**src/rtl/jt12_pkg.sv**
```systemverilog
// Shared constants and types for the JT12 status-flag and write-busy logic.
// Flag vectors are ordered {ZERO, BRDY, EOS, B, A}.
`timescale 1ns/1ps
package jt12_pkg;

  localparam int FLAG_A    = 0;
  localparam int FLAG_B    = 1;
  localparam int FLAG_EOS  = 2;
  localparam int FLAG_BRDY = 3;
  localparam int FLAG_ZERO = 4;
  localparam int NUM_FLAGS = 5;

  localparam int BUSY_CYCLES_DEF = 32;
  localparam int BUSY_CNT_W      = 8;

  typedef logic [NUM_FLAGS-1:0]  flag_vec_t;
  typedef logic [BUSY_CNT_W-1:0] busy_cnt_t;

  // Applies one cycle of the flag rules: mask forcing beats a set event,
  // and a set event beats a clear.
  function automatic flag_vec_t flag_next(input flag_vec_t cur,
                                          input flag_vec_t set_ev,
                                          input flag_vec_t clr_ev,
                                          input flag_vec_t mask);
    return ((cur & ~clr_ev) | set_ev) & ~mask;
  endfunction

endpackage

```
**src/rtl/jt12_busy_cnt.sv**
```systemverilog
// Write-busy timer: a data write loads the counter, cen-qualified cycles count it
// down, and busy is held until the cycle after the count has reached zero.
`timescale 1ns/1ps
module jt12_busy_cnt
  import jt12_pkg::*;
#(
  parameter int BUSY_CYCLES = BUSY_CYCLES_DEF
) (
  input  logic clk,
  input  logic rst,
  input  logic cen,
  input  logic load,
  output logic busy
);

  localparam busy_cnt_t LOAD_VAL = busy_cnt_t'(BUSY_CYCLES);

  busy_cnt_t cnt_q, cnt_d;
  logic      busy_q, busy_d;

  // NOTE: every always_comb output gets a default first, so no path can infer a latch.
  always_comb begin
    cnt_d  = cnt_q;
    // A reload while counting keeps busy_d high, so busy never dips on a re-write.
    busy_d = load | (cnt_q != '0);
    if (load) begin
      cnt_d = LOAD_VAL;
    end else if (cen && (cnt_q != '0)) begin
      cnt_d = cnt_q - busy_cnt_t'(1);
    end
  end

  // NOTE: state uses <= so every flop samples pre-edge values regardless of block order.
  always_ff @(posedge clk or posedge rst) begin
    if (rst) begin
      cnt_q  <= '0;
      busy_q <= 1'b0;
    end else begin
      cnt_q  <= cnt_d;
      busy_q <= busy_d;
    end
  end

  assign busy = busy_q;

endmodule

```
**src/rtl/jt12_flags.sv**
```systemverilog
// JT12 status flags: maskable sticky timer/ADPCM flags, registered active-low IRQ,
// and the write-busy indicator (delegated to jt12_busy_cnt).
`timescale 1ns/1ps
module jt12_flags
  import jt12_pkg::*;
#(
  parameter int BUSY_CYCLES = BUSY_CYCLES_DEF
) (
  input  logic       clk,
  input  logic       rst,
  input  logic       cen,
  input  logic       write,
  input  logic       a0,
  input  logic       flagctl_we,
  input  logic [7:0] din,
  input  logic       clr_A,
  input  logic       clr_B,
  input  logic       ovf_A,
  input  logic       ovf_B,
  input  logic       eos_ev,
  input  logic       brdy_ev,
  input  logic       zero_lvl,
  output logic       busy,
  output logic       flag_A,
  output logic       flag_B,
  output logic [2:0] adpcm_flags,
  output logic       irq_n
);

  flag_vec_t mask_q, mask_d;
  flag_vec_t flags_q, flags_d;
  flag_vec_t set_ev, clr_ev;
  logic      zero_prev_q, zero_prev_d;
  logic      irq_n_q, irq_n_d;
  logic      flag_reset;
  logic      unused_din;

  assign flag_reset = flagctl_we & din[7];
  assign unused_din = ^din[6:5];

  always_comb begin
    set_ev            = '0;
    set_ev[FLAG_A]    = ovf_A;
    set_ev[FLAG_B]    = ovf_B;
    set_ev[FLAG_EOS]  = eos_ev;
    set_ev[FLAG_BRDY] = brdy_ev;
    set_ev[FLAG_ZERO] = zero_lvl & ~zero_prev_q;

    clr_ev         = {NUM_FLAGS{flag_reset}};
    clr_ev[FLAG_A] = clr_ev[FLAG_A] | clr_A;
    clr_ev[FLAG_B] = clr_ev[FLAG_B] | clr_B;

    // The flag-reset write carries no mask, so the mask only loads when din[7]=0.
    mask_d = mask_q;
    if (flagctl_we && !din[7]) begin
      mask_d = din[NUM_FLAGS-1:0];
    end

    // Forcing uses the incoming mask so a newly masked flag drops on the write edge.
    flags_d     = flag_next(flags_q, set_ev, clr_ev, mask_d);
    zero_prev_d = zero_lvl;
    irq_n_d     = ~|flags_q;
  end

  always_ff @(posedge clk or posedge rst) begin
    if (rst) begin
      mask_q      <= '0;
      flags_q     <= '0;
      zero_prev_q <= 1'b0;
      irq_n_q     <= 1'b1;
    end else begin
      mask_q      <= mask_d;
      flags_q     <= flags_d;
      zero_prev_q <= zero_prev_d;
      irq_n_q     <= irq_n_d;
    end
  end

  jt12_busy_cnt #(
    .BUSY_CYCLES (BUSY_CYCLES)
  ) u_busy_cnt (
    .clk  (clk),
    .rst  (rst),
    .cen  (cen),
    .load (write & a0),
    .busy (busy)
  );

  assign flag_A      = flags_q[FLAG_A];
  assign flag_B      = flags_q[FLAG_B];
  assign adpcm_flags = {flags_q[FLAG_ZERO], flags_q[FLAG_BRDY], flags_q[FLAG_EOS]};
  assign irq_n       = irq_n_q;

endmodule

```
**config.mk**
```make
export PLATFORM = sky130hd
export DESIGN_NAME = jt12_flags
export DESIGN_NICKNAME = d
export VERILOG_FILES = /design/src/rtl/jt12_pkg.sv /design/src/rtl/jt12_busy_cnt.sv /design/src/rtl/jt12_flags.sv
export SDC_FILE = /design/constraint.sdc
export NUM_CORES = 1
export LEC_CHECK = 0
export ABC_AREA = 1
export BUFFER_PORTS_ARGS = -buffer_cell sky130_fd_sc_hd__clkbuf_2
export CAP_MARGIN = 5
export CORE_UTILIZATION = 33
export DETAILED_ROUTE_END_ITERATION = 12
export PLACE_DENSITY_LB_ADDON = 0.05
export SYNTH_ARGS = -nofsm -noshare
export SYNTH_HDL_FRONTEND = slang
export SYNTH_HIERARCHICAL = 1
export SYNTH_SLANG_ARGS = --single-unit
```
**constraint.sdc**
```tcl
create_clock -name clk -period 2 [get_ports clk]
set_clock_uncertainty 0.05 [all_clocks]
set_input_delay 0.3 -clock clk [delete_from_list [all_inputs] [get_ports clk]]
set_output_delay 0.3 -clock clk [all_outputs]
set_load 0.005 [all_outputs]
```
==> results of run 1 <==
-- placed cells by master, fill, tap and decap left out, drive strengths merged, types with 2 or more instances in the layout --
master,netlist,layout
a21oi,2,2
clkbuf,0,29
dfrtp,20,20
inv,28,28
nand2,47,47
nand3,11,11
nand4,5,5
nor2,19,19
nor3,2,2
-- flip-flops by register name, summed over array words and instances (netlist names) --
register          count
mask_q                5
irq_n                 1
flags_q               5
u_busy_cnt/cnt_q      8
zero_prev_q           1
u_busy_cnt/busy       1
-- power by group --
part	switching, mW	internal [mW]	total (mW)
Clock	0.131	0.0777	0.209
Combinational	0.243	0.157	0.401
Sequential	0.0878	0.518	0.606
Total	0.462	0.753	1.22
-- stage by stage --
step                       util  power, mW
final                     0.416       1.22
after global routing      0.416       1.34
after floorplan               -      0.908
after CTS                 0.416       1.23
after detailed placement  0.404       1.02
after global placement    0.404       1.00
-- layout make-up --
class,count,area share
multi-input cells,89,0.329
clock buffers,4,0.0207
inverters,29,0.0857
flip-flops and latches,21,0.415
repair buffers,26,0.106
well taps,44,0.0433
-- metal layers --
layer  vias up  global-route usage  share of wire
met2        17               0.205           0.42
met1       386               0.193           0.53
li1        479                   -              -
met4         0              0.0714         0.0093
met3         2              0.0264          0.041
met5         -                   0              0
-- cells by family after synthesis --
| group | synth area share |
|---|---|
| compound gates | 0.0142 |
| flops | 0.500 |
| xor+xnor | 0.00832 |
| fa+ha+maj | 0.0119 |
| buf+inv | 0.103 |
| simple gates | 0.362 |
-- how the worst min path moves through the flow --
stage,start,endpoint,cells after the start
after global routing,zero_lvl,zero_prev_q$_DFF_PP0_,1
after global placement,rst,u_busy_cnt/cnt_q[4]$_DFFE_PP0P_,2
after floorplan,rst,u_busy_cnt/busy$_DFF_PP0_,1
after detailed placement,rst,u_busy_cnt/cnt_q[4]$_DFFE_PP0P_,2
after CTS,zero_lvl,zero_prev_q$_DFF_PP0_,1
final,zero_lvl,zero_prev_q$_DFF_PP0_,1
==> metrics.md, run 1 <==
| Metric | Value |
|---|---|
| First-iteration detailed-routing DRC count | `43` |
| Inserted Diodes | `0` |
| Slew Limit Headroom | `0.694` |
| Worst reg2reg path depth | `8` |
| Reg-to-reg slack, setup | `0.52 ns` |
| Reg-to-reg endpoint | `u_busy_cnt/cnt_q[3]$_DFFE_PP0P_` |
| Clk root buf | `clkbuf_4` |
| CP max stage cell | `dfrtp_1` |
| Run status | `finished clean` |
| Crit path to | `u_busy_cnt/cnt_q[3]$_DFFE_PP0P_` |
| Final min period | `around 1.5 ns` |
| Arr. time, crit path | `~1.7 ns` |
| Vias in the first global route | `between 700 and 800` |
| Multi-input gate area | `~420 µm²` |
| Drt total wl | `approximately 2000 µm` |
| Post-CTS Resized | `0` |
| # setup viols final | `0` |
| Levels on crit path | `8` |
| RSZ-0062 raised after global routing | `false` |
| Clock sink count | `21` |
| Sequential area share after synthesis | `0.500` |
| Starting density of the core | `0.345` |
| CP bufs+invs | `1` |
| Post-Syn Area | `1050 µm²` |
| Critical Path Most Common Cell | `nor2_4` |
| Post-synth ARST share | `1.00` |
| Placed cell areas | `about 1200 µm²` |
| First-pass GRT wire length | `roughly 3400 µm` |
| TritonCTS clock tree | `built` |
| Storage cell area | `527 µm²` |
| Family with the most delay on the worst path | `simple AND/OR/NAND/NOR gates` |
| H-tree depth | `1` |
| Share of post-route cells with drive strength above 1 | `0.225` |
| Setup TNS | `0 ns` |
| Syn Nets | `around 160` |
| Num CTS Buffers | `3` |
| Power Dens Cells | `roughly 960 nW/µm²` |
| Final setup margin | `slightly above 0.5 ns` |
| Hold buffers post-CTS | `1` |
| Fin Hold WS | `between 0.06 and 0.07 ns` |
| Clk slew on worst S/H paths | `~0.12 ns` |
| Per-cell routed wire length | `9.57 µm` |
| # nets final | `192` |
| Gp weighted congestion | `0.795` |
| Die area | `approximately 3400 µm²` |
| Post-route insts no fill | `213` |
| Startpoint types | `flop` |
| Crit-path max cell delay | `around 0.40 ns` |
| Final period util | `0.741` |
| Register bit total from synthesis | `21` |
| Mean area per synthesized cell | `roughly 7.6 µm²` |
| Row count | `20` |
| Critical path, cell by cell | `inv_1, ha_1, nand2_2, nor2_4, nor2_4, nor2_4, nand2_1, nand2_1` |
| Worst-margin pin slew | `0.459 ns` |
| Synth Flop Type | `dfrtp_1` |
| Max-cap violations | `0` |
| Post-CTS setup buffers | `0` |
| Crit. End Element | `flop` |
| Worst setup path start | `u_busy_cnt/cnt_q[0]$_DFFE_PP0P_` |
| P&R area growth vs syn | `20.5%` |
| Max Freq | `between 600 and 700 MHz` |
| Drt drc | `0` |
| Crit path kind | `reg -> reg` |
| Yosys warns | `6` |
| Peak supply drop | `0.393 mV` |
| Top cells by count, synth | `43 x nand2_1, 28 x inv_1, 20 x dfrtp_1` |
| Number of synthesized flops with an enable pin | `0` |
| Leading area contributor after synthesis | `dfrtp_1` |
| Number of max-slew violations in the final report | `0` |
| Post-placement worst setup slack | `between 0.5 and 0.6 ns` |
| Final ANT Viol Nets | `0` |
| Routed vias | `884` |
| R2R Path Start | `u_busy_cnt/cnt_q[0]$_DFFE_PP0P_` |
| Crit path max fanout | `10` |
| P_leak | `about 0.74 nW` |
| # placed instances | `around 210` |
| Distinct cells, synth | `16` |
| Initial antenna violation count | `0` |
| Fill cell count | `between 300 and 400` |
| Hold Path Class | `in -> reg` |
| DR vias/cell | `between 4 and 5` |
| Most frequent cell after synthesis | `nand2_1` |
| Worst EP required | `approximately 2.2 ns` |
| Core ar. | `just over 3000 µm²` |
| Placed wire-length estimate | `approximately 1500 µm` |
| Top cells by area, synth | `dfrtp_1 48%, nand2_1 15%, inv_1 10%` |
| Largest net degree at the start of global routing | `13` |
| Grt total ovfl | `0` |
| I/O pin count | `28` |
| Port Buffers | `25` |
| First-pass iteration count of the detailed router | `4` |
| Final Instance Area | `around 1300 µm²` |
| Gr usage total | `0.139` |
| Fin. Hold Viols | `0` |
| Gate count after technology mapping | `139` |
| Clock latency at the later pin of the worst-skew pair | `approximately 0.30 ns` |
| Die span in x | `58.5 µm` |
| Clock buffer depth | `2` |
| Chip Height | `around 59 µm` |
| Area share of the leading cell type in the synthesized netlist | `0.475` |
Note: power is estimated with default switching activity, not from simulation.
==> run 2, diff against run 1 <==
- clock period: 2 -> 1.3 ns (I/O delays scaled with it)
==> run 2 against run 1 <==
Net effect: the flow now finishes with violations (setup timing); hold slack got worse by 0.0056 ns; combinational power grew 110%; largest cell class unchanged; highest routed layer unchanged; critical path type unchanged; sequential power is 47% higher; sequential share of layout area is 2.3 points lower; utilization rose by 2.4 points; design area up 5.8%.
==> metrics.md, run 2 (synthesized netlist as in run 1, its figures left out) <==
| Metric | Value |
|---|---|
| Post-CTS setup buffers | `0` |
| Post-placement worst setup slack | `-0.0631 ns` |
| Peak supply drop | `~0.65 mV` |
| Max-cap violations | `0` |
| # nets final | `roughly 200` |
| Crit-path max cell delay | `around 0.39 ns` |
| Die span in x | `slightly below 60 µm` |
| Fin Hold WS | `about 0.058 ns` |
| Worst-margin pin slew | `0.457 ns` |
| H-tree depth | `1` |
| P&R area growth vs syn | `27.6%` |
| Clock buffer depth | `2` |
| First-pass GRT wire length | `3840 µm` |
| Number of flip-flops in the largest register | `8` |
| Failing checks | `setup timing` |
| Slew Limit Headroom | `0.695` |
| Num CTS Buffers | `3` |
| Power Total | `2.05 mW` |
| Reg with most FFs | `u_busy_cnt/cnt_q` |
| P_leak | `approximately 0.78 nW` |
| Gr usage total | `0.149` |
| Crit path max fanout | `10` |
| Chip Height | `around 59 µm` |
| Per-cell routed wire length | `between 9 and 10 µm` |
| CP max stage cell | `dfrtp_1` |
| Hold depth | `3` |
| Port Buffers | `25` |
| Final setup margin | `-0.0567 ns` |
| Worst EP required | `1.45 ns` |
| Top Registers | `u_busy_cnt/cnt_q (8), flags_q (5), mask_q (5)` |
| Final Instance Area | `around 1300 µm²` |
| Placed wire-length estimate | `between 1500 and 2000 µm` |
| Starting density of the core | `0.345` |
| First-iteration detailed-routing DRC count | `33` |
| I/O pin count | `28` |
| Share of post-route cells with drive strength above 1 | `0.275` |
| Clk slew on worst S/H paths | `about 0.12 ns` |
| # setup viols final | `7` |
| Startpoint types | `flop` |
| Arr. time, crit path | `roughly 1.5 ns` |
| TritonCTS clock tree | `built` |
| Initial antenna violation count | `0` |
| Largest net degree at the start of global routing | `13` |
| Worst reg2reg path depth | `8` |
| Fin. Hold Viols | `0` |
| Power Dens Cells | `around 1500 nW/µm²` |
| Vias in the first global route | `between 900 and 1,000` |
| Routed vias | `949` |
| Drt drc | `0` |
| First-pass iteration count of the detailed router | `4` |
| Run status | `finished with violations` |
| Most frequent cells in the layout | `43 x nand2_1, 27 x inv_1, 25 x clkbuf_2` |
| Clock sink count | `21` |
| Critical path, cell by cell | `inv_1, ha_2, nand2_2, nor2_4, nor2_4, nand2_1, nand2_1, nand3_1` |
| DR vias/cell | `approximately 4.3` |
| # placed instances | `approximately 220` |
| Post-route insts no fill | `approximately 220` |
| Max Freq | `737 MHz` |
| Drt total wl | `2200 µm` |
| Inserted Diodes | `0` |
| Number of max-slew violations in the final report | `0` |
| Row count | `20` |
| Most common cell after layout, fill and taps aside | `nand2_1` |
| Gp weighted congestion | `0.738` |
| Clock latency at the later pin of the worst-skew pair | `about 0.30 ns` |
| Clk root buf | `clkbuf_4` |
| Final period util | `1.04` |
| Final min period | `~1.4 ns` |
| Hold Path Class | `in -> reg` |
| Crit path kind | `reg -> reg` |
| RSZ-0062 raised after global routing | `true` |
| Core ar. | `3050 µm²` |
| Final ANT Viol Nets | `0` |
| Grt total ovfl | `0` |
| Crit. End Element | `flop` |
| Placed cell areas | `1300 µm²` |
| Die area | `between 3000 and 4000 µm²` |
[run 2: repair_timing]
action	4_1_cts	5_1_grt
endpoints found under the hold margin	21	0
pin swaps	1	6
gates resized for setup	0	1
setup endpoints to repair	7	8
hold buffers	2	0
[run 2: worst max-delay path: cells and delay by family, from the launching register on]
| kind | cells | cell delay [ns] |
|---|---|---|
| adder cells (fa/ha/maj) | 1 | 0.18 |
| buffers and inverters | 1 | 0.05 |
| flip-flops | 1 | 0.39 |
| AND/OR/NAND/NOR | 6 | 0.58 |
[run 2: final timing paths]
check | start | end | slack [ns]
worst max register to register | u_busy_cnt/cnt_q[1]$_DFFE_PP0P_ | u_busy_cnt/cnt_q[5]$_DFFE_PP0P_ | -0.06
worst max-delay path | u_busy_cnt/cnt_q[1]$_DFFE_PP0P_ | u_busy_cnt/cnt_q[5]$_DFFE_PP0P_ | -0.06
worst min register to register | flags_q[2]$_DFF_PP0_ | irq_n$_DFF_PP1_ | 0.39
max in group asynchronous | rst | irq_n$_DFF_PP1_ | 0.49
worst min-delay path | din[3] | mask_q[3]$_DFF_PP0_ | 0.06
min in group asynchronous | rst | u_busy_cnt/cnt_q[5]$_DFFE_PP0P_ | 0.34
[run 2: area by class of cell]
type / count / area (µm²)
Fill cell: 323 / 1710
Sequential cell: 21 / 527
Multi-Input combinational cell: 89 / 420
Timing Repair Buffer: 35 / 205
Inverter: 29 / 109
Tap cell: 44 / 55.1
Clock buffer: 3 / 22.5
Clock inverter: 1 / 5.00
[run 2: per-stage QoR]
step / setup TNS [ns] / utilization
final: -0.306 / 0.440
after global routing: -1.15 / 0.440
after CTS: -0.398 / 0.440
after detailed placement: -0.398 / 0.425
after global placement: -0.222 / 0.425
after floorplan: 0 / -
[run 2: metal layers]
metal	wire, µm	part of all wire	GRT usage
met2	964	0.44	0.241
met1	1160	0.53	0.195
met3	59	0.027	0.0198
met4	19	0.0086	0.0748
met5	0	0	0
[run 2: report_power, final]
part           leakage, nW  total (mW)  internal (mW)  switching (mW)
clock network       0.0177       0.324          0.115           0.209
logic                0.511       0.837          0.376           0.462
registers            0.254       0.893          0.797          0.0963
total                0.783        2.05           1.29           0.767
